<file path="config.mk">
export PLATFORM = sky130hd
export DESIGN_NAME = whack_game_ctrl
export DESIGN_NICKNAME = d
export VERILOG_FILES = /design/src/rtl/whack_game_ctrl.sv
export SDC_FILE = /design/constraint.sdc
export NUM_CORES = 1
export LEC_CHECK = 0
export CAP_MARGIN = 20
export CORE_ASPECT_RATIO = 0.9
export CORE_MARGIN = 5
export CORE_UTILIZATION = 30
export CTS_CLUSTER_SIZE = 12
export DETAILED_ROUTE_END_ITERATION = 10
export GPL_TIMING_DRIVEN = 1
export PLACE_DENSITY_LB_ADDON = 0.25
export SETUP_SLACK_MARGIN = 0.2
export SKIP_CTS_REPAIR_TIMING = 1
export SYNTH_ARGS = -nofsm -noshare
export SYNTH_HDL_FRONTEND = slang
export SYNTH_SLANG_ARGS = --single-unit
</file>
<file path="constraint.sdc">
create_clock -name clk -period 2.5 [get_ports clk]
set_input_delay 0.5 -clock clk [delete_from_list [all_inputs] [get_ports clk]]
set_output_delay 0.5 -clock clk [all_outputs]
set_load 0.05 [all_outputs]
</file>
<file path="src/rtl/whack_game_ctrl.sv">
// whack_game_ctrl: top-level whack-a-mole sequencer.
// Generates the game-second time base, drives the countdown timer controls,
// picks mole positions from an 8-bit LFSR, judges hits/misses and keeps score.
//
// Ports:
//   clk, rst           system clock, asynchronous active-high reset
//   start              debounced start button (rising edge used)
//   pause_sw           debounced pause switch (level)
//   btn[3:0]           debounced hole buttons (rising edges used)
//   timer_done         countdown expired, from game timer
//   timer_enable       high in SPAWN, MOLE_UP and PAUSED
//   timer_hold         low only on the sec_tick cycle
//   timer_clr          1-cycle reload pulse for the game timer
//   sec_tick           1-cycle pulse every TICK_DIV running cycles
//   mole_mask[3:0]     one-hot active mole, 0 when none is up
//   score[3:0]         hit count, saturating at 15
//   hit_pulse          1-cycle pulse on a valid hit
//   miss_pulse         1-cycle pulse on a wrong button or mole timeout
//   game_over          high in OVER
module whack_game_ctrl #(
    parameter int unsigned TICK_DIV   = 100_000_000,
    parameter int unsigned MOLE_TICKS = 2,
    parameter logic [7:0]  LFSR_SEED  = 8'hA5
) (
    input  logic       clk,
    input  logic       rst,
    input  logic       start,
    input  logic       pause_sw,
    input  logic [3:0] btn,
    input  logic       timer_done,
    output logic       timer_enable,
    output logic       timer_hold,
    output logic       timer_clr,
    output logic       sec_tick,
    output logic [3:0] mole_mask,
    output logic [3:0] score,
    output logic       hit_pulse,
    output logic       miss_pulse,
    output logic       game_over
);

    localparam int unsigned DIV_W = (TICK_DIV > 1) ? $clog2(TICK_DIV) : 1;
    localparam int unsigned MC_W  = $clog2(MOLE_TICKS + 1);

    localparam logic [2:0] S_IDLE   = 3'd0;
    localparam logic [2:0] S_SPAWN  = 3'd1;
    localparam logic [2:0] S_MOLE   = 3'd2;
    localparam logic [2:0] S_PAUSED = 3'd3;
    localparam logic [2:0] S_OVER   = 3'd4;

    logic [2:0]       state_q, state_d;
    logic [2:0]       ret_q, ret_d;
    logic [7:0]       lfsr_q, lfsr_d;
    logic [DIV_W-1:0] div_q, div_d;
    logic [MC_W-1:0]  mole_cnt_q, mole_cnt_d;
    logic             start_prev_q;
    logic [3:0]       btn_prev_q;
    logic [1:0]       prev_pos_q, prev_pos_d;

    logic             timer_enable_q, timer_enable_d;
    logic             timer_hold_q, timer_hold_d;
    logic             timer_clr_q, timer_clr_d;
    logic             sec_tick_q, sec_tick_d;
    logic [3:0]       mole_mask_q, mole_mask_d;
    logic [3:0]       score_q, score_d;
    logic             hit_q, hit_d;
    logic             miss_q, miss_d;
    logic             game_over_q, game_over_d;

    logic             start_edge;
    logic [3:0]       btn_edge;
    logic             run;
    logic             tick;
    logic [1:0]       pos;

    assign start_edge = start & ~start_prev_q;
    assign btn_edge   = btn & ~btn_prev_q;

    // Time base only advances while actively playing; pause and game end stop it.
    assign run  = ((state_q == S_SPAWN) || (state_q == S_MOLE)) && !pause_sw && !timer_done;
    assign tick = run && (div_q == DIV_W'(TICK_DIV - 1));

    // Spawn position; nudge by one if it would repeat the previous hole.
    always_comb begin
        pos = lfsr_q[1:0];
        if (lfsr_q[1:0] == prev_pos_q) begin
            pos = lfsr_q[1:0] + 2'd1;
        end
    end

    // Next-state and output logic.
    always_comb begin
        state_d     = state_q;
        ret_d       = ret_q;
        mole_mask_d = mole_mask_q;
        score_d     = score_q;
        mole_cnt_d  = mole_cnt_q;
        prev_pos_d  = prev_pos_q;
        timer_clr_d = 1'b0;
        hit_d       = 1'b0;
        miss_d      = 1'b0;
        lfsr_d      = {lfsr_q[6:0], lfsr_q[7] ^ lfsr_q[5] ^ lfsr_q[4] ^ lfsr_q[3]};

        div_d = div_q;
        if (run) begin
            div_d = tick ? '0 : div_q + DIV_W'(1);
        end else if ((state_q == S_IDLE) || (state_q == S_OVER) || timer_done) begin
            div_d = '0;
        end

        case (state_q)
            S_IDLE, S_OVER: begin
                mole_mask_d = 4'd0;
                if (start_edge) begin
                    state_d     = S_SPAWN;
                    timer_clr_d = 1'b1;
                    score_d     = 4'd0;
                end
            end
            S_SPAWN: begin
                if (timer_done) begin
                    state_d     = S_OVER;
                    mole_mask_d = 4'd0;
                end else if (pause_sw) begin
                    state_d = S_PAUSED;
                    ret_d   = S_SPAWN;
                end else begin
                    mole_mask_d = 4'(4'b0001 << pos);
                    prev_pos_d  = pos;
                    mole_cnt_d  = '0;
                    state_d     = S_MOLE;
                end
            end
            S_MOLE: begin
                if (timer_done) begin
                    state_d     = S_OVER;
                    mole_mask_d = 4'd0;
                end else if (pause_sw) begin
                    state_d = S_PAUSED;
                    ret_d   = S_MOLE;
                end else if ((btn_edge & mole_mask_q) != 4'd0) begin
                    hit_d       = 1'b1;
                    score_d     = (score_q == 4'hF) ? 4'hF : score_q + 4'd1;
                    mole_mask_d = 4'd0;
                    state_d     = S_SPAWN;
                end else if (tick && (mole_cnt_q == MC_W'(MOLE_TICKS - 1))) begin
                    miss_d      = 1'b1;
                    mole_mask_d = 4'd0;
                    state_d     = S_SPAWN;
                end else begin
                    if (tick) begin
                        mole_cnt_d = mole_cnt_q + MC_W'(1);
                    end
                    if (btn_edge != 4'd0) begin
                        miss_d = 1'b1;
                    end
                end
            end
            S_PAUSED: begin
                if (timer_done) begin
                    state_d     = S_OVER;
                    mole_mask_d = 4'd0;
                end else if (!pause_sw) begin
                    state_d = ret_q;
                end
            end
            default: begin
                state_d     = S_IDLE;
                mole_mask_d = 4'd0;
            end
        endcase

        // Status outputs are registered against the next state so they line up with it.
        timer_enable_d = (state_d == S_SPAWN) || (state_d == S_MOLE) || (state_d == S_PAUSED);
        game_over_d    = (state_d == S_OVER);
        sec_tick_d     = tick;
        timer_hold_d   = ~tick;
    end

    // State and output registers.
    always_ff @(posedge clk or posedge rst) begin
        if (rst) begin
            state_q        <= S_IDLE;
            ret_q          <= S_IDLE;
            lfsr_q         <= LFSR_SEED;
            div_q          <= '0;
            mole_cnt_q     <= '0;
            start_prev_q   <= 1'b0;
            btn_prev_q     <= 4'd0;
            prev_pos_q     <= 2'd0;
            timer_enable_q <= 1'b0;
            timer_hold_q   <= 1'b1;
            timer_clr_q    <= 1'b0;
            sec_tick_q     <= 1'b0;
            mole_mask_q    <= 4'd0;
            score_q        <= 4'd0;
            hit_q          <= 1'b0;
            miss_q         <= 1'b0;
            game_over_q    <= 1'b0;
        end else begin
            state_q        <= state_d;
            ret_q          <= ret_d;
            lfsr_q         <= lfsr_d;
            div_q          <= div_d;
            mole_cnt_q     <= mole_cnt_d;
            start_prev_q   <= start;
            btn_prev_q     <= btn;
            prev_pos_q     <= prev_pos_d;
            timer_enable_q <= timer_enable_d;
            timer_hold_q   <= timer_hold_d;
            timer_clr_q    <= timer_clr_d;
            sec_tick_q     <= sec_tick_d;
            mole_mask_q    <= mole_mask_d;
            score_q        <= score_d;
            hit_q          <= hit_d;
            miss_q         <= miss_d;
            game_over_q    <= game_over_d;
        end
    end

    assign timer_enable = timer_enable_q;
    assign timer_hold   = timer_hold_q;
    assign timer_clr    = timer_clr_q;
    assign sec_tick     = sec_tick_q;
    assign mole_mask    = mole_mask_q;
    assign score        = score_q;
    assign hit_pulse    = hit_q;
    assign miss_pulse   = miss_q;
    assign game_over    = game_over_q;

endmodule

</file>
* After elaboration in Yosys (flattened, before gate mapping) *
Index checks and enable logic that the tools add are counted.
Widths: inputs -> output; s select.

operators by class
  equality and inequality tests = 27
  order comparisons = 0
  reduce and logical (&&, ||, !) cells = 23
  muxes and demuxes = 53
  $add $sub $neg = 4
  bitwise logic cells = 11
  div/mod/pow operators = 0
  multipliers = 0
  shifts and indexed selects = 1

operators with widths
  operator               number
  $mux 27                3
  $mux 4                 12
  $mux 3                 12
  $add 27x1->27 const B  1
  $eq 27x27->1 const B   1
  $ne 2x2->1 const B     11
  $mux 2                 8
  $mux 1                 13
  $eq 3x2->1 const B     4
  $pmux 3 s4             1
  $pmux 4 s3             1
  $reduce_and 5->1       2
  $and 4x4->4            2
  $pmux 4 s2             1
  $reduce_and 8->1       1
  $reduce_bool 4->1      2
  $eq 3x1->1 const B     2
  $eq 3x3->1 const B     2
  $ne 3x3->1 const B     2
  $pmux 3 s2             1
  $reduce_bool 2->1      3
  $logic_or 1x1->1       5
  $add 2x1->2 const B    2
  $add 4x1->4 const B    1
  17 further kinds       26

word-level totals
  bits in registers = 65
  RAM bits = 0
  latch bits = 0
  word-level logic and storage cells = 136
  bits of input ports = 9
  memory bits (read-only) = 0
  memories = 0

* Depth between registers and ports, before layout *
  depth after elaboration = 14
  gate-level depth with buffers = 7

* Worst setup path after synthesis *
No wires, ideal clock.

  path kind = register -> register
  from = register mole_mask_q[1] (netlist: mole_mask[1])
  to = register score_q[3] (netlist: score[3])
  path buffers = 0
  path slack = 0.421 ns
  arrival = 1.937 ns
  cell stages (with the launch flop) = 6
  data required time = 2.358 ns
  path through = dfrtp_1 and3b_1 a2111oi_0 a21oi_1 a41oi_1 a21oi_1

on the way
  longest elaborated chain between the ends = 4

RTL lines
  item                               RTL line  RTL
  from (decl)                        64        logic [3:0] mole_mask_q, mole_mask_d;
  from (signal assigned)             213       mole_mask_q <= mole_mask_d;
  $and 4x4->4                        141       end else if ((btn_edge & mole_mask_q) != 4'd0) begin
  $reduce_bool 4->1                  141
  $ne 2x1->1 (no source line)        n/a
  $reduce_and 5->1 (no source line)  n/a
  to (signal assigned)               214       score_q <= score_d;
  to (decl)                          65        logic [3:0] score_q, score_d;

Every way passes these cells.
A chain may end at the register's enable or synchronous reset.

* Final worst setup path *
  from = register div_q[10]
  to = register div_q[21]

on the way
  longest elaborated chain between the ends = 4

RTL lines
  item                                                                   RTL line  RTL
  from (decl)                                                            54        logic [DIV_W-1:0] div_q, div_d;
  from (signal assigned)                                                 204       div_q <= div_d;
  parallel branches: the longest is 2 deep, another holds $add 27x1->27  n/a
  $mux 27 (*)                                                            106       div_d = tick ? '0 : div_q + DIV_W'(1);
  $mux 27 (*)                                                            105       if (run) begin

Mark *: on every way between the ends.

==> impl_metrics.env <==
export IMPL_synth_seq_cells=64
export IMPL_die_width_um=119
export IMPL_maxCapViolCount=0
export IMPL_numPortBuffers=23
export IMPL_design_die_area_um2=12900
export IMPL_synth_ff_type="dfrtp_1"
export IMPL_ys_types=57
export IMPL_vias=2691
export IMPL_synth_seq_area_share_pct=49.8
export IMPL_gp_congestion=0.794
export IMPL_path_clk_slew_ns=0.05
export IMPL_wl_met2_um=3270
export IMPL_dr_pass1_iters=5
export IMPL_clock_sinks=64
export IMPL_syn_num_nets=353
export IMPL_synthCells=341
export IMPL_cts_tree="done"
export IMPL_synth_area_per_cell_um2=9.47
export IMPL_worst_pin_slew_ns=0.507
export IMPL_drive_gt1_share_pct=15.2
export IMPL_ys_async_sr_fraction_pct=100
export IMPL_internal_power_uw=2280
export IMPL_p_sw_uw=1020
export IMPL_crit_family="simple AND/OR/NAND/NOR gates"
export IMPL_ctsLongestPathBuffers=2
export IMPL_path_cells="or4_4, nor4_4, a21o_2, buf_4, o21ai_0, a22o_1"
export IMPL_antenna_found_initial=0
export IMPL_clk_latency_ns=0.33
export IMPL_wl_met1_um=3950
export IMPL_postRouteAntennaNets=0
export IMPL_crit_path_max_fanout=8
export IMPL_cpPeakStageDelay_ns=0.55
export IMPL_worst_setup_path_type="flip-flop to flip-flop"
export IMPL_cp_slowest_cell="or4_4"
export IMPL_tns_ns=0
export IMPL_run_status="finished, final reports clean"
export IMPL_wirelength_um=7580
export IMPL_core_um2=10700
export IMPL_drc=0
export IMPL_grt_pass1_vias=2655
export IMPL_hold_class="flip-flop to flip-flop"
export IMPL_clock_root_buffer="clkbuf_16"
export IMPL_cts_inserted_buffers=9
export IMPL_finalWorstPathRequiredPeriod_ns=2.20
export IMPL_synth_edf_count=0
export IMPL_die_h_um=108
export IMPL_grt_pass1_wl_um=13200
export IMPL_crit_required_ns=2.71
export IMPL_n_antenna_cell=0
export IMPL_p_sw_share_pct=30.8
export IMPL_arrival_ns=2.41
export IMPL_finClkSkew_ns=0.00963
export IMPL_yosysWarnings=0
export IMPL_placedInstanceArea_um2=3760
export IMPL_wl_met3_um=266
export IMPL_vdd_drop_max_uv=480
export IMPL_critical_path_buf_inv_count=1
export IMPL_row_count=36
export IMPL_min_from="lfsr_q[6]"
export IMPL_cp_start_kind="flip-flop"
export IMPL_avgRoutedWirePerCell_um=14.5
export IMPL_syn_to_final_growth_pct=26.7
export IMPL_worstSetupStartpoint="div_q[10]"
export IMPL_topRoutingLayerUsed="met4"
export IMPL_hold_violations=0
export IMPL_drt_initial_drc_count=118
export IMPL_whs_ns=0.361
export IMPL_power_density_nw_per_um2=806
export IMPL_slew_headroom_pct=66.1
export IMPL_grt_usage_pct=12.7
export IMPL_seq_power_share_pct=37.3
export IMPL_comb_power_share_pct=22.3
export IMPL_period_share_pct=87.9
export IMPL_slew_violations=0
export IMPL_rsz0062_at_grt="true"
export IMPL_netlist_area_um2=3230
export IMPL_design_area_um2=4090
export IMPL_final_util_pct=38.3
export IMPL_finalSetupViolCount=0
export IMPL_cts_max_level=3
export IMPL_pwr_share_clk_pct=40.4
export IMPL_grt_overflow_total=0
export IMPL_io_pins=24
export IMPL_grt_max_degree=29
export IMPL_fmax_mhz=455
export IMPL_fillCellCount=1056
export IMPL_viasPerCell=5.17
export IMPL_nets=395
export IMPL_power_leakage_uw=0.00171
export IMPL_r2r_start="div_q[10]"
export IMPL_dpl_hpwl_um=5380
export IMPL_critPathCaptureType="flip-flop"
export IMPL_initial_core_util_pct=30.2
-- synthesized netlist by cell type, drive strengths merged, types with 3 or more instances --
| cell | n | area (um2) |
|---|---|---|
| nor4 | 4 | 40.0 |
| inv | 12 | 45.0 |
| or3 | 4 | 25.0 |
| xor2 | 3 | 26.3 |
| and4 | 3 | 26.3 |
| clkbuf | 10 | 37.5 |
| and3 | 5 | 31.3 |
| nand2b | 3 | 18.8 |
| a41oi | 3 | 26.3 |
| dfstp | 5 | 131 |
| a22o | 4 | 35.0 |
| dfrtp | 59 | 1480 |
| nand4 | 8 | 56.3 |
| nand3 | 15 | 75.1 |
| mux2i | 4 | 40.0 |
| a21o | 5 | 37.5 |
| a21oi | 25 | 125 |
| buf | 4 | 25.0 |
| nor2 | 18 | 67.6 |
| o2bb2ai | 5 | 43.8 |
| ha | 3 | 37.5 |
| and3b | 3 | 26.3 |
| nor2b | 5 | 31.3 |
| nor4b | 3 | 32.5 |
| a31oi | 12 | 75.1 |
| nor3 | 14 | 75.1 |
| o21ai | 36 | 180 |
| nand2 | 40 | 153 |
-- final timing paths --
path	cells past startpoint	end	slack [ns]
min reg2reg	0	lfsr_q[7]	0.36
min	0	lfsr_q[7]	0.36
max	6	div_q[21]	0.30
min in group asynchronous	2	prev_pos_q[1]	0.53
max reg2reg	6	div_q[21]	0.30
max in group asynchronous	3	div_q[17]	1.38
-- layer usage --
layer	up-vias	global-route usage (%)
met5	-	0
li1	1347	-
met3	8	3.45
met4	0	4.82
met2	34	18.7
met1	1302	17.9
-- cell families after synthesis --
logic type      after synthesis  share of synthesized area (%)
buf+inv                      26                           3.33
mux                           6                           2.05
fa+ha+maj                     3                           1.16
xor+xnor                      5                           1.36
compound gates              103                           19.7
simple gates                134                           22.6
flops                        64                           49.8
-- power by group through the flow --
stage          logic, uW  registers [uW]  clock network [uW]
2_1_floorplan        400            1310                   0
3_3_place_gp         729            1240                   0
3_5_place_dp         735            1240                   0
4_1_cts              737            1230                1360
5_1_grt              822            1250                1410
6_report             734            1230                1330
-- flip-flops by register name, summed over array words and instances, names as in the netlist --
| signal | cells |
|---|---|
| hit_pulse | 1 |
| sec_tick | 1 |
| score | 4 |
| div_q | 27 |
| game_over | 1 |
| btn_prev_q | 4 |
| lfsr_q | 8 |
| timer_enable | 1 |
| miss_pulse | 1 |
| timer_hold | 1 |
| start_prev_q | 1 |
| ret_q | 2 |
| timer_clr | 1 |
| prev_pos_q | 2 |
| state_q | 3 |
| mole_cnt_q | 2 |
| mole_mask | 4 |
-- placed cells by master, fill, tap and decap left out, types with 4 or more instances in the layout --
master,n
inv_1,11
a21o_1,4
clkbuf_16,9
and3_1,4
a21oi_1,24
or3_1,4
clkdlybuf4s50_1,23
a31oi_1,12
nand3_1,15
nor2_1,18
mux2i_1,4
nand2_1,39
buf_4,20
dfrtp_1,59
dfstp_2,5
o2bb2ai_1,5
nand4_1,7
a22o_1,4
nor3_1,12
nor2b_1,5
o21ai_0,33
-- stage by stage --
step                      total power, uW  setup slack (ns)  cells
after floorplan                      1710             0.410    341
after global placement               1970            0.0494    505
after detailed placement             1980            0.0453    505
after CTS                            3330             0.188    521
after global routing                 3480             0.143    521
final                                3290             0.303    521
-- area by class of cell --
type | instances | area [um2] | share of cell area [%]
clock inverters | 5 | 81.3 | 1.99
well taps | 133 | 166 | 4.07
clock buffers | 11 | 233 | 5.69
inverters | 12 | 45.0 | 1.10
multi-input cells | 251 | 1540 | 37.5
flip-flops and latches | 64 | 1610 | 39.3
repair buffers | 45 | 420 | 10.3
Note: power is estimated with default switching activity, not from simulation.
